===== config.mk =====
export PLATFORM = sky130hd
export DESIGN_NAME = div_scheduler
export DESIGN_NICKNAME = d
export VERILOG_FILES = /design/src/rtl/div_scheduler.sv
export SDC_FILE = /design/constraint.sdc
export NUM_CORES = 1
export LEC_CHECK = 0
export ABC_AREA = 1
export BUFFER_PORTS_ARGS = -buffer_cell sky130_fd_sc_hd__buf_4
export CORE_MARGIN = 5
export CORE_UTILIZATION = 30
export CTS_CLUSTER_SIZE = 25
export DETAILED_ROUTE_END_ITERATION = 12
export HOLD_SLACK_MARGIN = 0.12
export PLACE_DENSITY_LB_ADDON = 0.12
export SYNTH_ARGS = -nofsm -noshare
export SYNTH_HDL_FRONTEND = slang
export SYNTH_SLANG_ARGS = --single-unit

===== constraint.sdc =====
create_clock -name clk -period 2.2 [get_ports clk]
set_input_delay 0.11 -clock clk [delete_from_list [all_inputs] [get_ports clk]]
set_output_delay 0.11 -clock clk [all_outputs]
set_load 0.02 [all_outputs]

===== src/rtl/div_scheduler.sv =====
// Two-requester round-robin front end for a shared W-bit restoring divider.
// One operation in flight; the result is held until the consumer takes it.
module div_scheduler #(
   parameter int W = 4
) (
   input  logic         clk,
   input  logic         rst_n,
   input  logic         req0_valid,
   input  logic         req1_valid,
   output logic         req0_ready,
   output logic         req1_ready,
   input  logic [W-1:0] req0_a,
   input  logic [W-1:0] req0_b,
   input  logic [W-1:0] req1_a,
   input  logic [W-1:0] req1_b,
   output logic         rsp_valid,
   input  logic         rsp_ready,
   output logic         rsp_id,
   output logic [W-1:0] rsp_q,
   output logic [W-1:0] rsp_r,
   output logic         rsp_dz,
   output logic         busy
);

   localparam int CW = $clog2(W);

   typedef enum logic [1:0] {
      S_IDLE,
      S_CALC,
      S_DONE
   } state_t;

   state_t          r_state;
   logic            r_ptr;
   logic            r_id;
   logic [2*W-1:0]  r_rq;
   logic [W-1:0]    r_b;
   logic [CW-1:0]   r_cnt;
   logic [W-1:0]    r_rsp_q;
   logic [W-1:0]    r_rsp_r;
   logic            r_rsp_id;
   logic            r_rsp_dz;

   logic            w_grant1;
   logic            w_accept;
   logic [W-1:0]    w_a;
   logic [W-1:0]    w_b;
   logic [W:0]      w_rem_sh;
   logic [W:0]      w_diff;
   logic [2*W-1:0]  w_rq_next;

   // With both requests valid the pointer decides; a lone request always wins.
   assign w_grant1   = req1_valid & (~req0_valid | r_ptr);
   assign w_accept   = (r_state == S_IDLE) & (req0_valid | req1_valid);
   assign req0_ready = w_accept & ~w_grant1;
   assign req1_ready = w_accept &  w_grant1;
   assign w_a        = w_grant1 ? req1_a : req0_a;
   assign w_b        = w_grant1 ? req1_b : req0_b;

   // Shifted partial remainder keeps the bit pushed out of R, so the
   // compare/subtract is W+1 bits wide and cannot overflow. A zero divisor
   // always "fits", which yields q = all ones and r = a with no special case.
   assign w_rem_sh  = r_rq[2*W-1:W-1];
   assign w_diff    = w_rem_sh - {1'b0, r_b};
   assign w_rq_next = w_diff[W] ? {w_rem_sh[W-1:0], r_rq[W-2:0], 1'b0}
                                : {w_diff[W-1:0],   r_rq[W-2:0], 1'b1};

   // NOTE: all state below uses non-blocking assignments so every register
   // samples pre-edge values, independent of statement order.
   always_ff @(posedge clk or negedge rst_n) begin
      if (!rst_n) begin
         r_state  <= S_IDLE;
         r_ptr    <= 1'b0;
         r_id     <= 1'b0;
         r_rq     <= '0;
         r_b      <= '0;
         r_cnt    <= '0;
         r_rsp_q  <= '0;
         r_rsp_r  <= '0;
         r_rsp_id <= 1'b0;
         r_rsp_dz <= 1'b0;
      end else begin
         unique case (r_state)
            S_IDLE: begin
               if (w_accept) begin
                  r_rq    <= {{W{1'b0}}, w_a};
                  r_b     <= w_b;
                  r_id    <= w_grant1;
                  r_ptr   <= ~w_grant1;
                  r_cnt   <= '0;
                  r_state <= S_CALC;
               end
            end
            S_CALC: begin
               r_rq  <= w_rq_next;
               r_cnt <= r_cnt + CW'(1);
               if (r_cnt == CW'(W - 1)) begin
                  r_rsp_q  <= w_rq_next[W-1:0];
                  r_rsp_r  <= w_rq_next[2*W-1:W];
                  r_rsp_id <= r_id;
                  r_rsp_dz <= (r_b == '0);
                  r_state  <= S_DONE;
               end
            end
            S_DONE: begin
               if (rsp_ready) r_state <= S_IDLE;
            end
            default: r_state <= S_IDLE;
         endcase
      end
   end

   assign rsp_valid = (r_state == S_DONE);
   assign busy      = (r_state != S_IDLE);
   assign rsp_q     = r_rsp_q;
   assign rsp_r     = r_rsp_r;
   assign rsp_id    = r_rsp_id;
   assign rsp_dz    = r_rsp_dz;

endmodule


* Word-level counts from Yosys, hierarchy flattened
Index checks and enable logic that the tools add are counted.
** Cells by class
- Add/subtract/negate cells :: 2
- Eq/ne operators :: 6
- Mux-type cells :: 11
- Bitwise gates (word level) :: 8
- Reductions and logical operators :: 8
** Operator list (count)
- $mux 8 :: 2
- $pmux 8 s2 :: 1
- $mux 2 :: 4
- $mux 4 :: 2
- $pmux 2 s3 :: 1
- $reduce_and 2->1 :: 3
- $sub 5x4->5 :: 1
- $and 1x1->1 :: 4
- $eq 2x2->1 const B :: 2
- $logic_not 4->1 :: 1
- $ne 2x2->1 const B :: 2
- $pmux 2 s2 :: 1
- $reduce_bool 2->1 :: 2
- $reduce_and 3->1 :: 1
- $add 2x1->2 const B :: 1
- $eq 2x1->1 const B :: 1
- $logic_not 2->1 :: 1
- $ne 2x1->1 const B :: 1
- $not 1->1 :: 2
- $or 1x1->1 :: 2
** Storage, ports and cells
- Register bits :: 28
- Input port bits :: 21
- Logic and storage cells :: 45

* Logic depth before layout (Yosys ltp)
- Depth in word-level cells :: 6
- Gate-level depth with buffers :: 12

* Worst setup path before layout
Ideal clock, no wire load.
- Path kind :: reg2reg
- Start point :: register r_b[0]
- End point :: register r_rsp_r[3], in the netlist rsp_r[3]
- Data arrival time :: 1575 ps
- Required time :: 2084 ps
- Path slack :: 508 ps
- Stages on the path, launching flop included :: 11
- Buffers on the path :: 0
- Period minus slack after synthesis :: 1692 ps
- Cells stage by stage :: dfrtp_1 > ha_1 > fa_1 > inv_1 > nand3_1 > nand3_1 > nand2_2 > nand2_1 > nand2_1 > nand2_1 > nand2_1
** On the way
- Word-level cells in the longest chain between the ends :: 2
** Ends and longest elaborated chain
- start, declared :: line 37 : logic [W-1:0] r_b;
- start signal, assigned :: line 87 : r_b <= w_b;
- $sub 5x4->5 :: line 64 : assign w_diff = w_rem_sh - {1'b0, r_b};
- $mux 8 :: line 65 : assign w_rq_next = w_diff[W] ? {w_rem_sh[W-1:0], r_rq[W-2:0], 1'b0}
- end signal, assigned :: line 99 : r_rsp_r <= w_rq_next[2*W-1:W];
- end, declared :: line 40 : logic [W-1:0] r_rsp_r;
Every way passes these cells.
A chain may end at the register's enable or synchronous reset.

* Worst setup path after layout
- Start point :: register r_state[0]
- End point :: register r_b[1]
** On the way
- Word-level cells in the longest chain between the ends :: 3
** Ends and longest elaborated chain
- start, declared :: line 33 : state_t r_state;
- start signal, assigned :: line 72 : r_state <= S_IDLE;
- start signal, assigned :: line 91 : r_state <= S_CALC;
- start signal, assigned :: line 102 : r_state <= S_DONE;
- $logic_not 2->1 (*) :: line 54, 83
- $and 1x1->1 :: line 54 : assign w_accept = (r_state == S_IDLE) & (req0_valid | req1_valid);
- $reduce_and 2->1 (no source line) (*)
Mark *: on every way between the ends. The rest lies on a longest branch, timed or not.

==> flow_results.org <==
** Outcome
- The flow ran to the end, and the final reports show no timing, DRC or antenna violations.

** STA
- Setup violations remaining at the end of the flow were counted as 0.
- Setup repair after global routing left no endpoint under its margin.
- Slew margin rel. :: 0.590
- In the post-route analysis, the smallest setup slack over all paths is 0.309 ns.
- The worst path needs 1.89 ns of the cycle, external delays included.
- Setup TNS after final layout :: 0 ns
- Static timing analysis puts the maximum clock frequency at 529 MHz.
- Of the available clock period, the critical path in the final layout requires 0.860.
- Final Max Tran Viols :: 0
- Worst-case clock skew :: 0.00240 ns
- Number of hold violations in the final report :: 0
- Worst Max-Slew Pin Slew :: 0.612 ns

** Clock tree
- The cell sitting at the root of the clock tree is a clkbuf_8.
- Count of instances resized after the clock tree is built :: 0
- Counting along the longest clock path gives a buffer depth of 2.
- Clock-pin slew on the worst setup and hold paths :: 0.09 ns
- Clock sink count :: 28
- TritonCTS built the clock tree.
- Counting the buffers created by CTS gives 3.
- H-Tree Depth :: 1
- Clock Latency Late Sink :: 0.27 ns

** Floorplanning
- The floorplan step set the die width to 79.9 µm.
- Count of boundary I/O pins :: 35
- Area enclosed by the die boundary :: 6380 µm²
- For this configuration, the core starts out at a cell density of 0.310.
- After floorplanning, the core was divided into 25 placement rows.
- Die Y :: 79.9 µm
- The total area inside the core boundary comes to 4720 µm².

** Power and ir drop
- The worst-case IR drop observed on VDD is 0.470 mV.
- For this design the total switching power over the nets is 0.00134 W.
- Of the total power, the share spent switching nets is 0.454.
- Reported leakage power :: 1.02 nW
- Internal power :: 0.00161 W
- Share of power burned in registers :: 0.315
- Power density cells :: 1530 nW/µm²
- Of the total power, combinational logic draws 0.591.
- The share of total power dissipated in the clock network is 0.094.

** GRT
- Vias in the first global route :: 1231
- After global routing the overflow that remains totals 0.
- Entering global routing, the biggest net connects 29 pins.
- Antenna violations before repair :: 0
- Global-route wire length before repair :: 5.67 mm
- For this run, the total global-route usage over all layers was measured as 0.114.

** Worst setup path
- Crit start category :: flip-flop
- The critical path is of the reg -> reg type.
- STA classifies the critical path endpoint as a flip-flop.
- In this run the critical register-to-register path is launched from r_state[0].
- The endpoint identified for the worst register-to-register timing path is r_b[1].
- Reg2reg setup slack :: 0.31 ns
- In this run the worst path has a maximum fanout of 7.
- Critical path arrival :: 2.10 ns
- Worst-path cell with the longest stage delay :: dlygate4sd3_1
- Required time of the critical path :: 2.41 ns
- The largest single stage delay on the critical path is 0.57 ns.
- The critical path goes through nor2_1, inv_1, a21oi_4, inv_4, nor2_8, nand2_1, o211ai_1, dlygate4sd3_1.
- Cell depth of the worst flop-to-flop path :: 8

** Yosys
- Largest cells by area after synthesis :: dfrtp_1 (48%), nand2_1 (17%), inv_1 (5.4%)
- Post-synth top area share :: 0.479
- In the post-synthesis netlist, the cell with the most instances is nand2_1.
- In this run the cell area of the synthesized design comes to 1460 µm².
- Synthesis produced 175 cells.
- The netlist uses 28 different library cells.
- Ys flop type :: dfrtp_1
- The number of nets handed over by synthesis was 202.
- Mapped Avg Cell Area :: 8.37 µm²
- Number of register bits inferred by synthesis :: 28
- Top cells by count, synth :: nand2_1 (65), dfrtp_1 (28), inv_1 (21), nand3_1 (14)
- For this run, the number of Yosys warnings is 0.
- Sequential share of the synthesized area :: 0.479
- Summed over all instances, the cell type with the most area after synthesis is dfrtp_1.
- Ys async rst share :: 1.00
- Yosys mapped a number of flops with a built-in enable equal to 0.

** Route
- Summing over every cut layer, the via total after detailed routing is 1253.
- Detailed-route wire length :: 3.32 mm
- In this run the remaining antenna-violating nets after routing total 0.
- In the routed design, unresolved DRC markers number 0.
- Dividing the detail-routed via count by the number of cells gives 4.35.
- Length of the first detailed-routing pass in iterations :: 4
- After detailed routing, the average wire length per cell comes to 11.5 µm.
- For this block, the initial DRC count from the detailed router was 96.

** Place
- Port bufs :: 34
- Final weighted congestion of routability-driven global placement :: 0.793
- Prior to clock tree synthesis, the placed netlist has a worst setup slack of 0.367 ns.
- The wire-length estimate of the detail-placed layout is 2.56 mm.

** Final layout
- The number of antenna diodes in the final layout is 0.
- Sequential cell area :: 701 µm²
- Multi-input gate area in the final layout :: 662 µm²
- Fraction of final layout cells sized beyond drive strength 1 :: 0.217
- Area growth, synth to finish :: 32.5%
- Final-layout fill cell count :: 476
- Number of nets at the end of the flow :: 250

** Job
- Max Cap Viol :: 0

** Worst hold path
- For hold timing, the worst endpoint is r_rq[1].
- The min-delay analysis places its worst path in the category in -> reg.
- The startpoint identified for the worst hold timing path is req1_a[1].
- Hold Path Cell Cnt :: 3
## power by group through the flow
| stage | Clock, W | Combinational, W | Sequential [W] |
|---|---|---|---|
| 2_1_floorplan | 0 | 0.00115 | 0.00100 |
| 3_3_place_gp | 0 | 0.00168 | 0.000937 |
| 3_5_place_dp | 0 | 0.00170 | 0.000939 |
| 4_1_cts | 0.000291 | 0.00178 | 0.000933 |
| 5_1_grt | 0.000315 | 0.00201 | 0.000962 |
| 6_report | 0.000277 | 0.00175 | 0.000931 |
## registers in the layout, summed over array words and instances, names as in the netlist
register  count
r_cnt         2
rsp_q         4
r_ptr         1
r_state       2
rsp_dz        1
r_rq          8
r_id          1
r_b           4
rsp_id        1
rsp_r         4
## cells by family after synthesis
family / share of synthesized area
adder cells (fa/ha/maj): 0.0564
AO/OA/AOI/OAI: 0.120
flip-flops: 0.479
AND/OR/NAND/NOR: 0.270
buffers and inverters: 0.0692
XOR/XNOR: 0.00598
## layout make-up
class | instances | share of cell area
clock buffers | 3 | 0.0213
repair buffers | 45 | 0.187
flip-flops and latches | 28 | 0.361
multi-input cells | 122 | 0.341
well taps | 67 | 0.0432
inverters | 23 | 0.0458
## per-layer routing
layer / GRT usage / wire length [µm] / up-vias
li1: - / - / 654
met1: 0.158 / 1630 / 570
met2: 0.179 / 1520 / 27
met3: 0.0192 / 162 / 2
met4: 0.0355 / 15 / 0
met5: 0 / 0 / -
## worst max-delay path, delay by kind of cell (launching register included)
family | cells | cell delay [ns]
buffers and inverters | 3 | 0.77
flip-flops | 1 | 0.42
AO/OA/AOI/OAI | 2 | 0.33
AND/OR/NAND/NOR | 3 | 0.30
## how the worst max path moves through the flow
| stage | start | endpoint | cells past startpoint |
|---|---|---|---|
| 6_report | r_state[0] | r_b[1] | 8 |
| 5_1_grt | r_ptr | r_b[1] | 5 |
| 4_1_cts | r_ptr | r_b[1] | 5 |
| 3_5_place_dp | r_b[0] | r_rq[7] | 10 |
| 3_3_place_gp | r_b[0] | rsp_r[3] | 10 |
| 2_1_floorplan | r_b[0] | rsp_r[3] | 10 |
## cells in the final DEF (no fill, tap or decap), drive strengths merged
master        n
dlygate4sd3  10
or2           1
a21oi         4
a22o          1
xor2          1
o211ai        7
ha            5
o31ai         1
o21bai        2
clkbuf        3
buf          35
nor2          7
nand2        67
o21ai         8
fa            1
o41ai         1
nand3        15
nand3b        1
inv          23
dfrtp        28
## metrics by stage
step	util	cell area, µm²	cells	power (W)	hold WS, ns
2_1_floorplan	-	1460	175	0.00215	-0.186
3_3_place_gp	0.381	1800	275	0.00262	0.0507
3_5_place_dp	0.381	1800	275	0.00264	0.0617
4_1_cts	0.411	1940	288	0.00300	0.174
5_1_grt	0.411	1940	288	0.00329	0.201
6_report	0.411	1940	288	0.00296	0.181
## repair_timing
action	in CTS	in global routing
setup buffers	0	0
hold buffers	10	0
hold endpoints to repair	33	0
(Power assumes the default switching activity.)
